<file path="src/rtl/frame_scanout_reader.sv">
// Purpose: stream frames from SDRAM into the pixel FIFO in fixed-length read bursts across up to four
//          buffers, swapping the scanned buffer only at frame boundaries.
// Latency: the read command and address are registered one cycle after the FIFO has room. o_FIFO_Wr
//          follows i_Data_Read_Valid in the same cycle.
// Backpressure: a burst is requested only while used + READ_BURST_LENGTH <= FIFO_HIGH_WATER. The
//          controller paces delivery with i_Data_Read_Valid.
// Ports: i_Clk / i_Reset (synchronous, active-high); i_SDRAM_Ready; i_Data_Read_Valid; i_Pixel_In_Used;
//        i_Swap_Request / i_Swap_Index; o_Command / o_Data_Address to the controller; o_FIFO_Wr;
//        o_First_Data_Ready; o_Active_Buffer; o_Frame_Done.
// Option: define SCANOUT_LOW_WATER_COUNT_EN to add the o_Low_Water_Count underrun-risk counter.
module frame_scanout_reader #(
  parameter int ADDR_WIDTH        = 22,
  parameter int FRAME_WIDTH       = 800,
  parameter int FRAME_HEIGHT      = 480,
  parameter int PIXELS_PER_WORD   = 4,
  parameter int READ_BURST_LENGTH = 8,
  parameter int NUM_BUFFERS       = 2,
  parameter logic [ADDR_WIDTH-1:0] BUFFER_STRIDE = ADDR_WIDTH'('h040000),
  parameter int FIFO_USED_WIDTH   = 10,
  parameter int FIFO_HIGH_WATER   = 512,
  parameter int PRIME_BURSTS      = 4,
  parameter logic [1:0] CMD_IDLE  = 2'd0,
  parameter logic [1:0] CMD_READ  = 2'd2
) (
  input  logic                       i_Clk,
  input  logic                       i_Reset,
  input  logic                       i_SDRAM_Ready,
  input  logic                       i_Data_Read_Valid,
  input  logic [FIFO_USED_WIDTH-1:0] i_Pixel_In_Used,
  input  logic                       i_Swap_Request,
  input  logic [1:0]                 i_Swap_Index,
  output logic [1:0]                 o_Command,
  output logic [ADDR_WIDTH-1:0]      o_Data_Address,
  output logic                       o_FIFO_Wr,
  output logic                       o_First_Data_Ready,
  output logic [1:0]                 o_Active_Buffer,
  output logic                       o_Frame_Done
`ifdef SCANOUT_LOW_WATER_COUNT_EN
  ,
  output logic [15:0]                o_Low_Water_Count
`endif
);

  localparam int WORDS_PER_FRAME = FRAME_WIDTH * FRAME_HEIGHT / PIXELS_PER_WORD;
  localparam int BCW = $clog2(READ_BURST_LENGTH + 1);
  localparam int PCW = $clog2(PRIME_BURSTS + 1);
  localparam int UW  = FIFO_USED_WIDTH + 1;

  typedef enum logic [1:0] {WAIT_INIT, IDLE, ISSUE, BURST} state_t;

  state_t                  state;
  logic [ADDR_WIDTH-1:0]   offset;
  logic [BCW-1:0]          word_cnt;
  logic [PCW-1:0]          burst_cnt;
  logic                    swap_pending;
  logic [1:0]              swap_idx;

  logic                    room;
  logic                    last_word;
  logic                    frame_wrap;
  logic [ADDR_WIDTH-1:0]   next_offset;
  logic [ADDR_WIDTH-1:0]   buf_base;
  logic [2:0]              req_ext;
  logic [1:0]              req_idx;

  // The sum is formed one bit wider so that a nearly full FIFO cannot wrap and look empty.
  assign room = ({1'b0, i_Pixel_In_Used} + UW'(READ_BURST_LENGTH)) <= UW'(FIFO_HIGH_WATER);

  // Reset blocks forwarding at once, so controller words still in flight never reach the FIFO.
  assign o_FIFO_Wr   = !i_Reset && i_Data_Read_Valid && (state == ISSUE || state == BURST);
  assign last_word   = o_FIFO_Wr && (word_cnt == BCW'(READ_BURST_LENGTH - 1));
  assign next_offset = offset + ADDR_WIDTH'(READ_BURST_LENGTH);
  assign frame_wrap  = last_word && (next_offset == ADDR_WIDTH'(WORDS_PER_FRAME));
  assign buf_base    = ADDR_WIDTH'(o_Active_Buffer) * BUFFER_STRIDE;
  assign req_ext     = {1'b0, i_Swap_Index} % 3'(NUM_BUFFERS);
  assign req_idx     = req_ext[1:0];

  always_ff @(posedge i_Clk) begin
    if (i_Reset) begin
      state              <= WAIT_INIT;
      offset             <= '0;
      word_cnt           <= '0;
      burst_cnt          <= '0;
      swap_pending       <= 1'b0;
      swap_idx           <= 2'd0;
      o_Command          <= CMD_IDLE;
      o_Data_Address     <= '0;
      o_First_Data_Ready <= 1'b0;
      o_Active_Buffer    <= 2'd0;
      o_Frame_Done       <= 1'b0;
    end else begin
      o_Frame_Done <= 1'b0;

      // The buffer changes only at a wrap. A request that arrives in the wrap cycle takes
      // precedence over an older pending request.
      if (frame_wrap) begin
        if (i_Swap_Request)
          o_Active_Buffer <= req_idx;
        else if (swap_pending)
          o_Active_Buffer <= swap_idx;
        swap_pending <= 1'b0;
      end else if (i_Swap_Request) begin
        swap_pending <= 1'b1;
        swap_idx     <= req_idx;
      end

      case (state)
        WAIT_INIT: begin
          if (i_SDRAM_Ready)
            state <= IDLE;
        end
        IDLE: begin
          if (room) begin
            state          <= ISSUE;
            o_Command      <= CMD_READ;
            o_Data_Address <= buf_base + offset;
            word_cnt       <= '0;
          end
        end
        ISSUE, BURST: begin
          if (o_FIFO_Wr) begin
            o_Command <= CMD_IDLE;
            if (last_word) begin
              state        <= IDLE;
              word_cnt     <= '0;
              offset       <= frame_wrap ? '0 : next_offset;
              o_Frame_Done <= frame_wrap;
              if (!o_First_Data_Ready) begin
                burst_cnt <= burst_cnt + PCW'(1);
                if ((burst_cnt + PCW'(1)) == PCW'(PRIME_BURSTS))
                  o_First_Data_Ready <= 1'b1;
              end
            end else begin
              state    <= BURST;
              word_cnt <= word_cnt + BCW'(1);
            end
          end
        end
        default: state <= WAIT_INIT;
      endcase
    end
  end

`ifdef SCANOUT_LOW_WATER_COUNT_EN
  // Counts the cycles in which video is running and the FIFO holds less than one burst.
  always_ff @(posedge i_Clk) begin
    if (i_Reset)
      o_Low_Water_Count <= 16'd0;
    else if (o_First_Data_Ready && (i_Pixel_In_Used < FIFO_USED_WIDTH'(READ_BURST_LENGTH))
             && (o_Low_Water_Count != 16'hFFFF))
      o_Low_Water_Count <= o_Low_Water_Count + 16'd1;
  end
`endif

endmodule

</file>
<file path="config.mk">
export PLATFORM = sky130hd
export DESIGN_NAME = frame_scanout_reader
export DESIGN_NICKNAME = d
export VERILOG_FILES = /design/src/rtl/frame_scanout_reader.sv
export SDC_FILE = /design/constraint.sdc
export NUM_CORES = 1
export LEC_CHECK = 0
export BUFFER_PORTS_ARGS = -buffer_cell sky130_fd_sc_hd__buf_2
export CAP_MARGIN = 40
export CORE_ASPECT_RATIO = 0.75
export CORE_MARGIN = 3
export CORE_UTILIZATION = 40
export DETAILED_ROUTE_END_ITERATION = 8
export GPL_ROUTABILITY_DRIVEN = 0
export PLACE_DENSITY = 0.64
export SYNTH_ARGS = -nofsm -noshare
export SYNTH_HDL_FRONTEND = slang
export SYNTH_SLANG_ARGS = --single-unit
</file>
<file path="constraint.sdc">
create_clock -name i_Clk -period 3.3 [get_ports i_Clk]
set_clock_uncertainty 0.05 [all_clocks]
set_input_delay 0.99 -clock i_Clk [delete_from_list [all_inputs] [get_ports i_Clk]]
set_output_delay 0.99 -clock i_Clk [all_outputs]
set_load 0.02 [all_outputs]
</file>
# Yosys cells after proc, flatten, opt, wreduce, memory -nomap -nowiden
# Cells that the tools add are included.
[totals]
reg_bits = 61
in_bits = 17
output_inout_bits = 29
word_cells = 66
[classes]
addsub = 5
order_cmp = 1
eq_ne = 9
n_mux = 16
n_bitwise = 5
n_reduce_logical = 19
[op_table]
columns = ["op", "n"]
rows = [
  ["adder 20 x 22 -> 22 bit", 1],
  ["adder 22 x 4 -> 22 bit (second input constant)", 1],
  ["== test 22 x 17 -> 1 bit (second input constant)", 1],
  ["two-way mux 22 bit", 1],
  ["two-way mux 2 bit", 7],
  ["two-way mux 4 bit", 3],
  ["adder 10 x 4 -> 11 bit (second input constant)", 1],
  ["less-or-equal comparator 11 x 10 -> 1 bit (second input constant)", 1],
  ["AND reduction 3 bit", 3],
  ["one-hot mux 4 bit (2 select lines)", 1],
  ["inequality test 2 bit (second input constant)", 3],
  ["one-hot mux 2 bit (3 select lines)", 1],
  ["AND reduction 2 bit", 3],
  ["inverter 1 bit", 5],
  ["adder 4 x 1 -> 4 bit (second input constant)", 1],
  ["== test 2 bit (second input constant)", 2],
  ["== test 4 x 3 -> 1 bit (second input constant)", 1],
  ["logical AND 1 bit", 4],
  ["one-hot mux 2 bit (2 select lines)", 1],
  ["AND reduction 4 bit", 1],
  ["nonzero test 2 bit", 2],
  ["OR reduction 2 bit", 2],
  ["OR reduction 4 bit", 1],
  ["adder 3 x 1 -> 3 bit (second input constant)", 1],
  ["other kinds (6)", 7],
]

# Logic depth before layout (Yosys ltp)
# Gate-level depths: netlist of run 1.
[logic_depth]
ltp_word = 7
ltp_mapped = 9
mapped_depth_nobuf = 7

# Worst setup path before layout of run 1
# OpenSTA, ideal clock, no wires.
[synth_path]
path_kind = "input to register"
from = "in i_Pixel_In_Used[3]"
to = "reg o_Data_Address[7]"
setup_ps = 128
arrival_ps = 2789
t_required_ps = 3122
setup_slack_ps = 333
cell_stages = 8
path_buffers = 1
cell_sequence = "ha_1 > nand2b_1 > or4_1 > o311a_1 > nor3_4 > buf_6 > mux2i_1 > nor2_1"
[synth_between]
elab_chain_len = 3
[synth_lines]
columns = ["element", "line_no", "source"]
rows = [
  ["from (decl)", "29", "input logic [FIFO_USED_WIDTH-1:0] i_Pixel_In_Used,"],
  ["adder 10 x 4 -> 11 bit", "67", "assign room = ({1'b0, i_Pixel_In_Used} + UW'(READ_BURST_LENGTH)) <= UW'(FIFO_HIGH_WATER);"],
  ["less-or-equal comparator 11 x 10 -> 1 bit", "67", ""],
  ["AND reduction 2 bit (no source line)", "--", ""],
  ["to (signal assigned)", "116", "o_Data_Address <= buf_base + offset;"],
  ["to (decl)", "33", "output logic [ADDR_WIDTH-1:0] o_Data_Address,"],
]
# Every way passes these cells.
# A chain may end at the register's enable or synchronous reset.

# Final worst setup path of run 1
[layout_path]
from = "in i_Pixel_In_Used[3]"
to = "reg o_Command[1]"
[layout_between]
elab_chain_len = 4
[layout_lines]
columns = ["element", "line_no", "source"]
rows = [
  ["adder 10 x 4 -> 11 bit", "67", ""],
  ["less-or-equal comparator 11 x 10 -> 1 bit", "67", ""],
  ["inequality test 2 bit (no source line)", "--", ""],
  ["AND reduction 3 bit (no source line)", "--", ""],
  ["to (signal assigned)", "86", "o_Command <= CMD_IDLE;"],
  ["to (signal assigned)", "115", "o_Command <= CMD_READ;"],
  ["to (signal assigned)", "122", "o_Command <= CMD_IDLE;"],
  ["to (decl)", "32", "output logic [1:0] o_Command,"],
]
# Every way passes these cells.

==> flow_metrics.py, run 1 <==
metrics = {
    "clocking": {
        "htreeDepth": 2,
        "post_cts_buffers": 0,
        "cts_buffer_depth": 2,
        "cts_sinks": 53,
        "clk_latency_ps": 310,
        "cts_tree": "done",
        "postCtsHoldBufs": 0,
        "clockRootBuffer": "clkbuf_8",
        "clk_pin_slew_worst_paths_ps": 90,
        "numCtsBuffers": 5,
        "ctsResizeCount": 0,
    },
    "timing": {
        "period_share_pct": 87.3,
        "relSlewSlack_pct": 63.9,
        "slew_violations": 0,
        "finalSetupViolCount": 0,
        "hold_violations": 0,
        "rsz0062_at_grt": "false",
        "period_minus_slack_ps": 2880,
        "worstMarginPinSlew_ps": 542,
        "setup_slack_ps": 417,
        "fmax_mhz": 347,
        "tns_ps": 0,
        "fin_hold_ws_ps": 443,
    },
    "critical_path": {
        "reg2reg_to": "offset[16]",
        "ff2ff_setup_slack_ps": 600,
        "worst_setup_path_end_kind": "register",
        "critPathLaunchType": "input pin",
        "cp_slowest_stage_delay_ps": 400,
        "crit_path_end": "o_Command[1]",
        "slowest_stage": "or4_1",
        "cp_data_arrival_time_ps": 3060,
        "reg2regPathDepth": 7,
        "cp_data_required_time_ps": 3480,
        "critical_path_class": "in -> reg",
        "path_cells": "buf_2 -> ha_1 -> nand2b_1 -> or4_1 -> o311a_1 -> or2_0 -> a211o_1 -> o31ai_1",
        "cp_max_fo": 6,
        "cp-startpoint": "i_Pixel_In_Used[3]",
        "timing.rr.start": "offset[3]",
    },
    "die": {
        "die_h_um": 79.3,
        "ioPinCount": 46,
        "initial_utilization_pct": 41.6,
        "num_rows": 26,
        "chipWidth_um": 104,
        "core-area_um2": 6900,
        "dieArea_um2": 8240,
    },
    "yosys": {
        "post_synth.cell_area_avg_um2": 8.64,
        "synthArstFlopShare_pct": 0,
        "ys_warn_count": 0,
        "synth_cell_type_count": 57,
        "synth_enable_flop_cells": 0,
        "synth_area_leaders": "dfxtp_1, mux2i_1, nor2_1",
        "syn_area_um2": 2870,
        "syn_inst": 332,
        "yosysTopAreaCell": "dfxtp_1",
        "ys_ff_latch": 53,
        "yosys.area.top_type_share_pct": 37.0,
        "yosysSeqAreaShare_pct": 37.0,
        "synth_flop_cell": "dfxtp_1",
    },
    "hold_path": {
        "hp-class": "reg -> reg",
    },
    "route": {
        "wirelength_um": 6060,
        "vias": 2356,
        "firstDrtPassIters": 4,
        "wl_per_cell_um": 13.3,
        "wl_met2_um": 2560,
        "via_per_inst": 5.18,
        "highest_layer": "met4",
        "initialDrtViolationCount": 159,
        "dr_wl_met3_um": 311,
        "wl_met1_um": 3140,
        "ant_nets": 0,
        "drc_errors": 0,
    },
    "cells_and_area": {
        "syn_to_final_growth_pct": 11.3,
        "multiInputGateArea_um2": 1610,
        "final_util_pct": 46.3,
        "n_antenna_cell": 0,
        "register_area_um2": 1060,
        "drive_above_1_share_pct": 18.2,
        "fillers": 681,
        "stdcell_count": 455,
        "nets": 380,
    },
    "global_route": {
        "gr-total-overflow": 0,
        "antenna_found_initial": 0,
        "grt_pass1_wl_um": 10200,
        "globalRouteTotalUtil_pct": 14.9,
        "grt_max_degree": 53,
        "grt_pass1_vias": 2101,
    },
    "power": {
        "ir_worst_vdd_mv": 0.182,
        "power_density_nw_per_um2": 396,
        "p_leak_nw": 1.25,
    },
    "placement": {
        "pre_cts_ws_ps": 94.6,
        "dp.cells": 447,
        "dp_hpwl_um": 4310,
        "portBuffers": 39,
    },
    "run": {
        "drv_cap": 0,
    },
    "status": {
        "status": "completed",
    },
}
[cells in the final DEF, fill, tap and decap left out, types with 3 or more instances in the layout]
master and instances:
buf_2 39, nand3_1 20, xnor2_1 5, buf_4 3, nand2b_1 4, a21oi_1 15, nor2b_1 3, conb_1 5
nand2_1 24, dfxtp_1 53, nor3_1 9, inv_1 6, nor2_1 45, clkbuf_8 5, nand4_1 9, a31oi_1 6
o211ai_1 5, nor4_1 3, o21ai_0 7, mux2i_1 21, ha_1 7, xor2_1 9, and3_1 6
[metrics by stage]
step	power (mW)	cell area (µm²)
after floorplan	0.744	2880
after global placement	0.761	3060
after detailed placement	0.763	3060
after CTS	1.28	3190
after global routing	1.31	3190
final	1.26	3190
[cell usage after synthesis, drive strengths merged, types with 2 or more instances]
cell type and instances:
dfxtp 53, nor2 45, nand2 24, mux2i 21, buf 20, nand3 20
a21oi 15, nand4 11, clkbuf 10, nor3 10, xor2 9, ha 7
o21ai 7, a31oi 6, and3 6, inv 6, nor4 6, o211ai 6
xnor2 5, a211oi 4, nand2b 4, nor2b 3, a211o 2, a21o 2
a31o 2, and2 2, and4 2, nor3b 2, nor4b 2, o31ai 2
or2 2, or3 2, or4 2
[final cells by class]
type	instances	share of cell area [%]
flip-flops and latches	53	33.2
repair buffers	43	7.45
inverters	7	0.823
clock inverters	3	2.04
multi-input cells	246	50.5
clock buffers	5	2.16
well taps	98	3.84
[how the worst min path moves through the flow]
stage,start,to,slack (ps),cells after the start
after floorplan,swap_pending,swap_pending,420,2
after global placement,o_Data_Address[7],o_Data_Address[7],420,2
after detailed placement,o_Data_Address[9],o_Data_Address[9],430,2
after CTS,o_Data_Address[9],o_Data_Address[9],450,2
after global routing,swap_idx[0],swap_idx[0],490,2
final,o_Data_Address[9],o_Data_Address[9],440,2
[cell families (layout without fill, tap and decap cells)]
family	Yosys count	after routing	synth area share, %
simple gates	145	145	27.5
compound gates	53	53	12.9
flops	53	53	37.0
buf+inv	37	58	7.41
mux	22	22	7.72
xor+xnor	14	14	4.27
fa+ha+maj	7	7	3.05
other cells	1	5	0.131
[layer usage]
layer	global-route usage, %	vias up
li1	-	1221
met1	21.9	1080
met2	22.1	51
met3	3.09	4
met4	4.12	0
met5	0	-
[power by group]
part | switching (mW) | leakage [nW] | total, mW | internal (mW)
clock network | 0.215 | 0.0681 | 0.516 | 0.301
logic | 0.0544 | 0.749 | 0.0899 | 0.0355
registers | 0.00967 | 0.428 | 0.658 | 0.648
[state kept, by name, indices dropped and copies added, names as in the netlist]
name / count
o_Command: 1
o_Active_Buffer: 1
swap_idx: 1
o_Frame_Done: 1
burst_cnt: 3
swap_pending: 1
o_First_Data_Ready: 1
offset: 19
state: 2
o_Data_Address: 19
word_cnt: 4
[worst max-delay path: cells and delay by family]
| family | cells | cell delay [ps] |
|---|---|---|
| buffers and inverters | 1 | 110 |
| AO/OA/AOI/OAI | 3 | 790 |
| AND/OR/NAND/NOR | 3 | 880 |
| adder cells (fa/ha/maj) | 1 | 280 |
Note: power is estimated with default switching activity, not from simulation.
==> run 2: changes to the inputs <==
--- a/config.mk
+++ b/config.mk
@@ -5,6 +5,7 @@
 export SDC_FILE = /design/constraint.sdc
 export NUM_CORES = 1
 export LEC_CHECK = 0
+export ABC_AREA = 1
 export BUFFER_PORTS_ARGS = -buffer_cell sky130_fd_sc_hd__buf_2
 export CAP_MARGIN = 40
 export CORE_ASPECT_RATIO = 0.75
@@ -12,7 +13,9 @@
 export CORE_UTILIZATION = 40
 export DETAILED_ROUTE_END_ITERATION = 8
 export GPL_ROUTABILITY_DRIVEN = 0
+export MAX_ROUTING_LAYER = met4
 export PLACE_DENSITY = 0.64
+export REMOVE_ABC_BUFFERS = 1
 export SYNTH_ARGS = -nofsm -noshare
 export SYNTH_HDL_FRONTEND = slang
 export SYNTH_SLANG_ARGS = --single-unit
==> run 2 against run 1 <==
Against the previous run:
- critical path depth fell by 3
- non-clock buffer count unchanged
- synthesized cell count increased by 36%
- highest routed layer unchanged
- fmax is 11% higher
- cell count is 29% higher
- critical endpoint is now o_FIFO_Wr
- wire length up 8.0%
- flip-flop and latch count unchanged
- combinational power increased to 3.7 times the previous value
- core utilization increased by 1.5 points
- die area grew 4.9%
- first-iteration DRC count decreased by 4.4%
==> flow_metrics.py, run 2 <==
metrics = {
    "die": {
        "die_h_um": 81.2,
        "initial_utilization_pct": 42.8,
        "num_rows": 26,
        "chipWidth_um": 106,
        "dieArea_um2": 8640,
        "core-area_um2": 7060,
        "ioPinCount": 46,
    },
    "global_route": {
        "grt_max_degree": 41,
        "grt_pass1_vias": 2631,
        "grt_most_used_layer": "met2",
        "antenna_found_initial": 0,
        "met2_usage_pct": 26.7,
        "grt_use_met3_pct": 2.78,
        "gr-total-overflow": 0,
        "grtUsageMet1_pct": 22.7,
        "globalRouteTotalUtil_pct": 17.1,
        "grt_pass1_wl_um": 11700,
    },
    "cells_and_area": {
        "final_area_um2": 3370,
        "nets": 511,
        "final_cell_mix": "nand2_1, inv_1, dfxtp_1, nor2_1, a21oi_1",
        "final_util_pct": 47.7,
        "syn_to_final_growth_pct": 11.6,
        "final_common_cell": "nand2_1",
        "drive_above_1_share_pct": 16.2,
        "n_antenna_cell": 0,
        "biggestRegsByFlops": "o_Data_Address (19), offset (19), word_cnt (4)",
    },
    "placement": {
        "dp_hpwl_um": 4940,
        "pre_cts_ws_ps": 610,
        "portBuffers": 39,
        "placed_area_um2": 3280,
    },
    "timing": {
        "tns_ps": 0,
        "rsz0062_at_grt": "false",
        "hold_violations": 0,
        "setup_slack_ps": 708,
        "finalSetupViolCount": 0,
        "period_minus_slack_ps": 2590,
        "fmax_mhz": 386,
        "period_share_pct": 78.6,
        "slew_violations": 0,
    },
    "yosys": {
        "synth_fa_ha_area_share_pct": 2.90,
        "syn_area_um2": 3020,
        "synth_top_family_by_area": "simple AND/OR/NAND/NOR gates",
        "yosysTopAreaCell": "dfxtp_1",
        "synthXorXnorAreaFrac_pct": 2.57,
        "syn_inst": 453,
        "yosysMostFrequentCell": "nand2_1",
        "yosys.area.top_type_share_pct": 35.1,
        "muxShareOfSynthArea_pct": 0,
        "synth_cell_type_count": 34,
        "synth_enable_flop_cells": 0,
        "synth_compound_area_share_pct": 15.5,
        "ys_warn_count": 0,
        "synth_area_leaders": "dfxtp_1, nand2_1, a21oi_1",
        "synth_commonest_cells": "nand2_1, dfxtp_1, inv_1, nor2_1, a21oi_1",
        "synth_flop_cell": "dfxtp_1",
        "yosysSeqAreaShare_pct": 35.1,
        "ys_ff_latch": 53,
        "synth_simple_gate_area_share_pct": 33.2,
        "synthArstFlopShare_pct": 0,
        "post_synth.cell_area_avg_um2": 6.66,
    },
    "critical_path": {
        "ff2ff_setup_slack_ps": 880,
        "reg2regPathDepth": 11,
        "path_cells": "buf_2 -> inv_2 -> nand2_1 -> nor2_2 -> buf_2",
        "critPathLaunchType": "input pin",
        "cp_max_fo": 3,
        "cp_data_required_time_ps": 2260,
        "timing.rr.start": "offset[3]",
        "slowest_stage": "buf_2",
        "cp_slowest_stage_delay_ps": 190,
        "cp_data_arrival_time_ps": 1550,
        "critical_path_class": "in -> out",
        "reg2reg_to": "offset[8]",
        "crit_top_cell": "buf_2",
        "worst_setup_path_end_kind": "output port",
    },
    "hold_path": {
        "worstHoldEndpoint": "o_Data_Address[17]",
        "hp-class": "reg -> reg",
        "min_path_cells": 2,
        "holdCritStartpoint": "o_Data_Address[17]",
    },
    "power": {
        "p_int_mw": 0.998,
        "ir_worst_vdd_mv": 0.201,
        "p_leak_nw": 1.40,
        "switchingPower_mw": 0.457,
        "comb_power_share_pct": 23.1,
        "seq_power_share_pct": 51.6,
        "p_sw_share_pct": 31.4,
        "power_density_nw_per_um2": 432,
        "clkPwrFrac_pct": 25.3,
    },
    "clocking": {
        "post_cts_buffers": 0,
        "numCtsBuffers": 5,
        "postCtsHoldBufs": 0,
        "clockRootBuffer": "clkbuf_8",
        "cts_sinks": 53,
        "clk_pin_slew_worst_paths_ps": 90,
        "clk_latency_ps": 300,
        "ctsResizeCount": 0,
        "htreeDepth": 2,
        "cts_buffer_depth": 2,
        "cts_tree": "done",
    },
    "route": {
        "via_per_inst": 4.85,
        "firstDrtPassIters": 4,
        "wl_per_cell_um": 11.2,
        "drc_errors": 0,
        "ant_nets": 0,
        "vias": 2836,
        "initialDrtViolationCount": 152,
        "wirelength_um": 6540,
    },
    "run": {
        "drv_cap": 0,
    },
    "status": {
        "status": "completed",
    },
}
[run 2: how the worst max path moves through the flow]
stage | from | to | depth (start not counted)
after detailed placement | i_Pixel_In_Used[3] | word_cnt[1] | 12
after global routing | offset[3] | offset[14] | 12
after CTS | i_Reset | o_FIFO_Wr | 5
after global placement | i_Pixel_In_Used[3] | word_cnt[1] | 12
after floorplan | i_Reset | swap_idx[0] | 12
final | i_Reset | o_FIFO_Wr | 5
[run 2: routing by layer]
| layer | up-vias | share of wire (%) |
|---|---|---|
| met5 | - | 0 |
| met4 | 0 | 1.2 |
| met3 | 10 | 6.5 |
| met2 | 73 | 41 |
| met1 | 1242 | 52 |
| li1 | 1511 | - |
[run 2: kinds of logic (layout without fill, tap and decap cells)]
| kind of cell | Yosys count | after routing |
|---|---|---|
| simple gates | 222 | 222 |
| other cells | 1 | 5 |
| fa+ha+maj | 7 | 7 |
| flops | 53 | 53 |
| buf+inv | 75 | 105 |
| xor+xnor | 8 | 8 |
| compound gates | 87 | 87 |
[run 2: area by class of cell]
class                           instances  area (µm²)
Clock buffer                            7        86.3
Fill cell                             760        3690
Inverter                               55         206
Multi-Input combinational cell        329        1660
Sequential cell                        53        1060
Tap cell                               98         123
Timing Repair Buffer                   43         238
[run 2: through the flow]
step	instances	total power, mW	hold slack [ps]
6_report	585	1.45	392
2_1_floorplan	437	0.989	393
4_1_cts	585	1.48	397
5_1_grt	585	1.55	412
3_5_place_dp	578	1.11	383
3_3_place_gp	578	1.10	378
[run 2: worst max-delay path, delay by kind of cell]
kind	cells	cell delay (ps)
buffers and inverters	3	360
and+or+nand+nor	2	200
[run 2: power by group through the flow]
stage	combinational, mW	clock [mW]	sequential (mW)
2_1_floorplan	0.164	0	0.825
5_1_grt	0.389	0.403	0.760
3_3_place_gp	0.335	0	0.764
6_report	0.336	0.368	0.750
3_5_place_dp	0.341	0	0.766
4_1_cts	0.342	0.384	0.751
